[config.mk]
export PLATFORM = sky130hd
export DESIGN_NAME = rf_write_port_ctrl
export DESIGN_NICKNAME = d
export VERILOG_FILES = /design/src/rtl/rf_write_port_ctrl.sv
export SDC_FILE = /design/constraint.sdc
export NUM_CORES = 1
export LEC_CHECK = 0
export BUFFER_PORTS_ARGS = -buffer_cell sky130_fd_sc_hd__buf_2
export CAP_MARGIN = 20
export CELL_PAD_IN_SITES_DETAIL_PLACEMENT = 0
export CELL_PAD_IN_SITES_GLOBAL_PLACEMENT = 2
export CORE_ASPECT_RATIO = 1.4
export CORE_MARGIN = 10
export CORE_UTILIZATION = 42
export CTS_BUF_LIST = sky130_fd_sc_hd__clkbuf_4
export CTS_CLUSTER_SIZE = 20
export DETAILED_ROUTE_END_ITERATION = 8
export PLACE_DENSITY_LB_ADDON = 0.08
export SYNTH_ARGS = -nofsm -noshare
export SYNTH_HDL_FRONTEND = slang
export SYNTH_SLANG_ARGS = --single-unit
[constraint.sdc]
create_clock -name CLK -period 3.1 [get_ports CLK]
set_input_delay 0.62 -clock CLK [delete_from_list [all_inputs] [get_ports CLK]]
set_output_delay 0.62 -clock CLK [all_outputs]
set_load 0.05 [all_outputs]
[src/rtl/rf_write_port_ctrl.sv]
// rf_write_port_ctrl: write-side controller for the 32x32 register file.
// Buffers completed results (valid/ready) in an in-order FIFO, drains one entry
// per clock into the PW/RW/LE write port and exports a per-register BUSY map.
// Optional forwarding compare port is built only when RFWP_BYPASS_EN is defined.
//
// state  | meaning
// EMPTY  | COUNT == 0, nothing queued
// ACTIVE | 0 < COUNT < DEPTH
// FULL   | COUNT == DEPTH, IN_READY low
module rf_write_port_ctrl #(
    parameter int DEPTH = 4,
    parameter int DW    = 32,
    parameter int AW    = 5
) (
    input  logic                    CLK,
    input  logic                    RST,
    input  logic                    IN_VALID,
    output logic                    IN_READY,
    input  logic [AW-1:0]           IN_RW,
    input  logic [DW-1:0]           IN_PW,
    input  logic                    HOLD,
    output logic [DW-1:0]           PW,
    output logic [AW-1:0]           RW,
    output logic                    LE,
    output logic [(1<<AW)-1:0]      BUSY,
    output logic [$clog2(DEPTH):0]  COUNT
`ifdef RFWP_BYPASS_EN
    ,
    input  logic [AW-1:0]           QA,
    output logic                    FWD_HIT,
    output logic [DW-1:0]           FWD_DATA
`endif
);

    localparam int PTRW = $clog2(DEPTH);
    localparam int CW   = PTRW + 1;
    localparam logic [CW-1:0] FULL_CNT = CW'(DEPTH);
    localparam logic [CW-1:0] LAST_CNT = CW'(DEPTH - 1);

    typedef enum logic [1:0] {
        EMPTY,
        ACTIVE,
        FULL
    } state_t;

    state_t            state;
    state_t            state_next;
    logic [AW-1:0]     ent_rw [DEPTH];
    logic [DW-1:0]     ent_pw [DEPTH];
    logic [DEPTH-1:0]  ent_valid;
    logic [PTRW-1:0]   head;
    logic [PTRW-1:0]   tail;
    logic [CW-1:0]     count;
    logic              push;
    logic              pop;

    // R0 writes complete the handshake but are dropped; pops never bypass a same-cycle push.
    assign IN_READY = (count < FULL_CNT) && !RST;
    assign push     = IN_VALID && IN_READY && (IN_RW != '0);
    assign pop      = (count != '0) && !HOLD;
    assign COUNT    = count;

    // State register, kept in lockstep with count.
    always_ff @(posedge CLK) begin
        if (RST) state <= EMPTY;
        else     state <= state_next;
    end

    // Next-state from the push/pop decision of this cycle.
    always_comb begin
        state_next = state;
        unique case (state)
            EMPTY:  if (push) state_next = ACTIVE;
            ACTIVE: begin
                if (pop && !push && count == CW'(1))       state_next = EMPTY;
                else if (push && !pop && count == LAST_CNT) state_next = FULL;
            end
            FULL:   if (pop) state_next = ACTIVE;
            default: state_next = EMPTY;
        endcase
    end

    // FIFO storage, pointers, occupancy and the registered write port.
    always_ff @(posedge CLK) begin
        if (RST) begin
            head      <= '0;
            tail      <= '0;
            count     <= '0;
            ent_valid <= '0;
            LE        <= 1'b0;
            RW        <= '0;
            PW        <= '0;
        end else begin
            if (pop) begin
                LE              <= 1'b1;
                RW              <= ent_rw[head];
                PW              <= ent_pw[head];
                ent_valid[head] <= 1'b0;
                head            <= head + 1'b1;
            end else begin
                LE <= 1'b0;
            end
            if (push) begin
                ent_rw[tail]    <= IN_RW;
                ent_pw[tail]    <= IN_PW;
                ent_valid[tail] <= 1'b1;
                tail            <= tail + 1'b1;
            end
            unique case ({push, pop})
                2'b10:   count <= count + 1'b1;
                2'b01:   count <= count - 1'b1;
                default: count <= count;
            endcase
        end
    end

    // Pending-write map: queued entries plus the write currently on the port.
    always_comb begin
        BUSY = '0;
        for (int i = 0; i < DEPTH; i++) begin
            if (ent_valid[i]) BUSY[ent_rw[i]] = 1'b1;
        end
        if (LE) BUSY[RW] = 1'b1;
        BUSY[0] = 1'b0;
    end

`ifdef RFWP_BYPASS_EN
    // Forwarding: scan oldest to youngest so the youngest match overwrites.
    always_comb begin
        logic [PTRW-1:0] idx;
        idx      = head;
        FWD_HIT  = 1'b0;
        FWD_DATA = '0;
        if (QA != '0) begin
            if (LE && RW == QA) begin
                FWD_HIT  = 1'b1;
                FWD_DATA = PW;
            end
            for (int i = 0; i < DEPTH; i++) begin
                idx = head + PTRW'(i);
                if (ent_valid[idx] && ent_rw[idx] == QA) begin
                    FWD_HIT  = 1'b1;
                    FWD_DATA = ent_pw[idx];
                end
            end
        end
    end
`endif

endmodule

==> reports/qor.txt <==
Slew headroom = 55.38%
Synth Area in Compound Gates = 9.566%
die area = 26410 µm²
worst slack at placement = 0.1454 ns
Detailed Route WL = 21750 µm
XOR/XNOR Fraction of Synth Area = 0.2060%
Synth Area in Simple Gates = 12.29%
Worst Setup Start Kind = flip-flop
number of max-cap violations = 0
WHS = 0.2803 ns
crit path max fanout = 9
Iter 0 DRT Violations = 260
clk sink count = 197
endpoints failing hold = 0
Routed Antenna Nets = 0
Power Dens Cells = 669.8 nW/µm²
CTS Buf Count = 17
largest net degree at the start of global routing = 26
DRT Pass-1 Iters = 4
Post-Synth Adder-Cell Area = 1.560%
CTS Buffer Depth = 2
Mapped Area = 8502 µm²
initial antenna violation count = 1
min Tclk post-route = 2.896 ns
FF+latch area = 5428 µm²
CTS Root Cell = clkbuf_4
Yosys top cell by area = edfxtp_1
Critical Setup Path Class = flip-flop to output port
number of core rows = 61
DP HPWL = 15810 µm
unrepaired setup endpoints after global routing = no
Max Clock Skew = 0.02512 ns
H-tree Lvls = 4
Synth Net Count = 624
Multi-input gate area = 2878 µm²
worst hold path class = input port to flip-flop
maximum vdd ir drop = 0.3388 mV
Post-Syn Instances = 573
Die Ht = 188.3 µm
share of cells above drive strength 1 = 31.56%
syn avg cell area = 14.84 µm²
Skew-Pair Late Insertion Delay = 0.54 ns
largest family of logic cells by synthesized area = simple AND/OR/NAND/NOR gates
Starting Density = 42.68%
Total Routing Usage GR = 16.06%
Tcrit/Tclk final = 93.41%
CP Capture Type = output port
slew of the pin with the lowest slew margin = 0.6600 ns
postcts setup bufs = 0
Port-buffer cells = 113
Fillers = 1765
core area = 19920 µm²
Worst Path Required = 2.48 ns
Synth cell types = 39
final RePlAce weighted congestion = 0.8660
Vias/cell = 5.804
vias = 5607
worst path setup slack after routing = 0.2043 ns
vias in the first global route = 5877
Wirelength per Cell = 22.52 µm
Die Wd = 140.2 µm
global-route wire length before repair = 33510 µm
Post-Route Setup TNS = 0 ns
synthesis-to-finish area growth = 14.80%
status = finished, final reports clean
mux cell area share after synthesis = 9.919%
nets = 752
DRC Markers = 0
main area contributors after synthesis = edfxtp_1, dfxtp_1, mux4_2, a22o_1, o22ai_1
register area share after synthesis = 63.81%
endpoints failing setup = 0
Yosys reg bits = 197
Arr. time, crit path = 2.28 ns
Reg clk slew, reported paths = 0.18 ns
Max Freq = 345.3 MHz
CTS tree = yes
Final Max Slew Viols = 0
top-area cell type share of the netlist area = 52.27%
total I/O pin count = 115
Leak = 3.502 nW
synth warn = 0
GRT Residual Overflow = 0
## state kept, by name, indices dropped and copies added (netlist names)
name / cells
COUNT: 3
PW: 32
tail: 2
ent_rw: 20
ent_pw: 128
RW: 5
head: 2
ent_valid: 4
LE: 1
## final timing paths
path | from | to | slack [ns] | cells after the start
max reg2reg | COUNT[2] | COUNT[2] | 1.02 | 9
min | IN_PW[19] | ent_pw[2][19] | 0.28 | 1
min reg2reg | PW[10] | PW[10] | 0.50 | 1
max | ent_rw[2][2] | BUSY[1] | 0.20 | 4
## layout by cell type, fill, tap and decap left out, types with 10 or more instances in the layout
cell	netlist	final
inv_1	10	10
or3_1	14	14
o22ai_1	28	28
nor4bb_1	15	15
nand2b_1	10	10
nor2_1	22	22
dfxtp_1	49	47
clkbuf_4	0	18
mux4_2	37	37
nor2b_1	10	10
a22oi_1	22	22
a22o_1	37	37
nand2_1	17	17
nand4b_1	15	15
buf_4	2	30
nand3_1	29	29
nor3_1	14	13
edfxtp_1	148	148
buf_2	9	113
## stage by stage
stage / power (mW) / area (µm²) / utilization [%] / instances
4_1_cts: 6.637 / 9746 / 48.92 / 965
2_1_floorplan: 4.826 / 8502 / - / 573
5_1_grt: 6.876 / 9761 / 49.00 / 966
3_5_place_dp: 5.369 / 9477 / 47.57 / 934
6_report: 6.537 / 9761 / 49.00 / 966
3_3_place_gp: 5.339 / 9477 / 47.57 / 934
## critical path, stage by stage, from the launching register on
cell      delay (ns)
edfxtp_1        0.56
nor4b_1         0.60
a22oi_1         0.18
nand3_1         0.14
buf_2           0.27
## metal layers
| layer | vias up | part of all wire (%) | global-route usage [%] | routed length (µm) |
|---|---|---|---|---|
| li1 | 2593 | - | - | - |
| met1 | 2800 | 39 | 17.68 | 8413 |
| met2 | 181 | 54 | 29.33 | 11750 |
| met3 | 33 | 5.0 | 3.171 | 1082 |
| met4 | 0 | 2.3 | 6.409 | 505 |
| met5 | - | 0 | 0 | 0 |
## what timing repair did
item | 4_1_cts | 5_1_grt
hold buffers | 0 | 0
resized for setup | 0 | 2
setup endpoints to repair | 0 | 3
## power breakdown
part	switching [mW]	internal, mW
clock	0.898	0.365
combinational	1.21	0.681
sequential	0.268	3.11
## cells by family (layout without fill, tap and decap cells)
| logic type | after synthesis | in the layout |
|---|---|---|
| AOI/OAI and AO/OA | 106 | 106 |
| xor gates and xnor gates | 2 | 2 |
| adders and majority gates | 10 | 10 |
| buffers and inverters | 46 | 186 |
| DFF | 197 | 197 |
| muxes | 38 | 38 |
| other | 1 | 2 |
| and+or+nand+nor | 173 | 173 |
## final cells by class
cell class,count,share of cell area (%)
tap,252,3.230
clock inverter,13,1.372
clock buffer,18,1.384
antenna,1,0.02564
multi-input combinational,330,29.48
timing repair buffer,145,8.512
inverter,10,0.3846
sequential,197,55.61
## cells in the mapped netlist (all sizes together)
master	number
o211ai	1
a32o	4
o22ai	28
mux4	37
o21ai	3
nor4bb	15
clkbuf	21
o21a	1
dfxtp	49
nor3	14
a22oi	22
a32oi	4
o31ai	1
nand3	29
conb	1
or4	5
edfxtp	148
nor2	22
or3	14
or2	2
a22o	37
a21oi	5
and2	5
fa	1
nand2b	10
ha	9
buf	15
nand2	17
nor4b	5
mux2i	1
inv	10
xor2	2
nand4b	15
nand4	9
nor3b	1
nor2b	10
No activity file was read; power rests on OpenSTA's default activity.
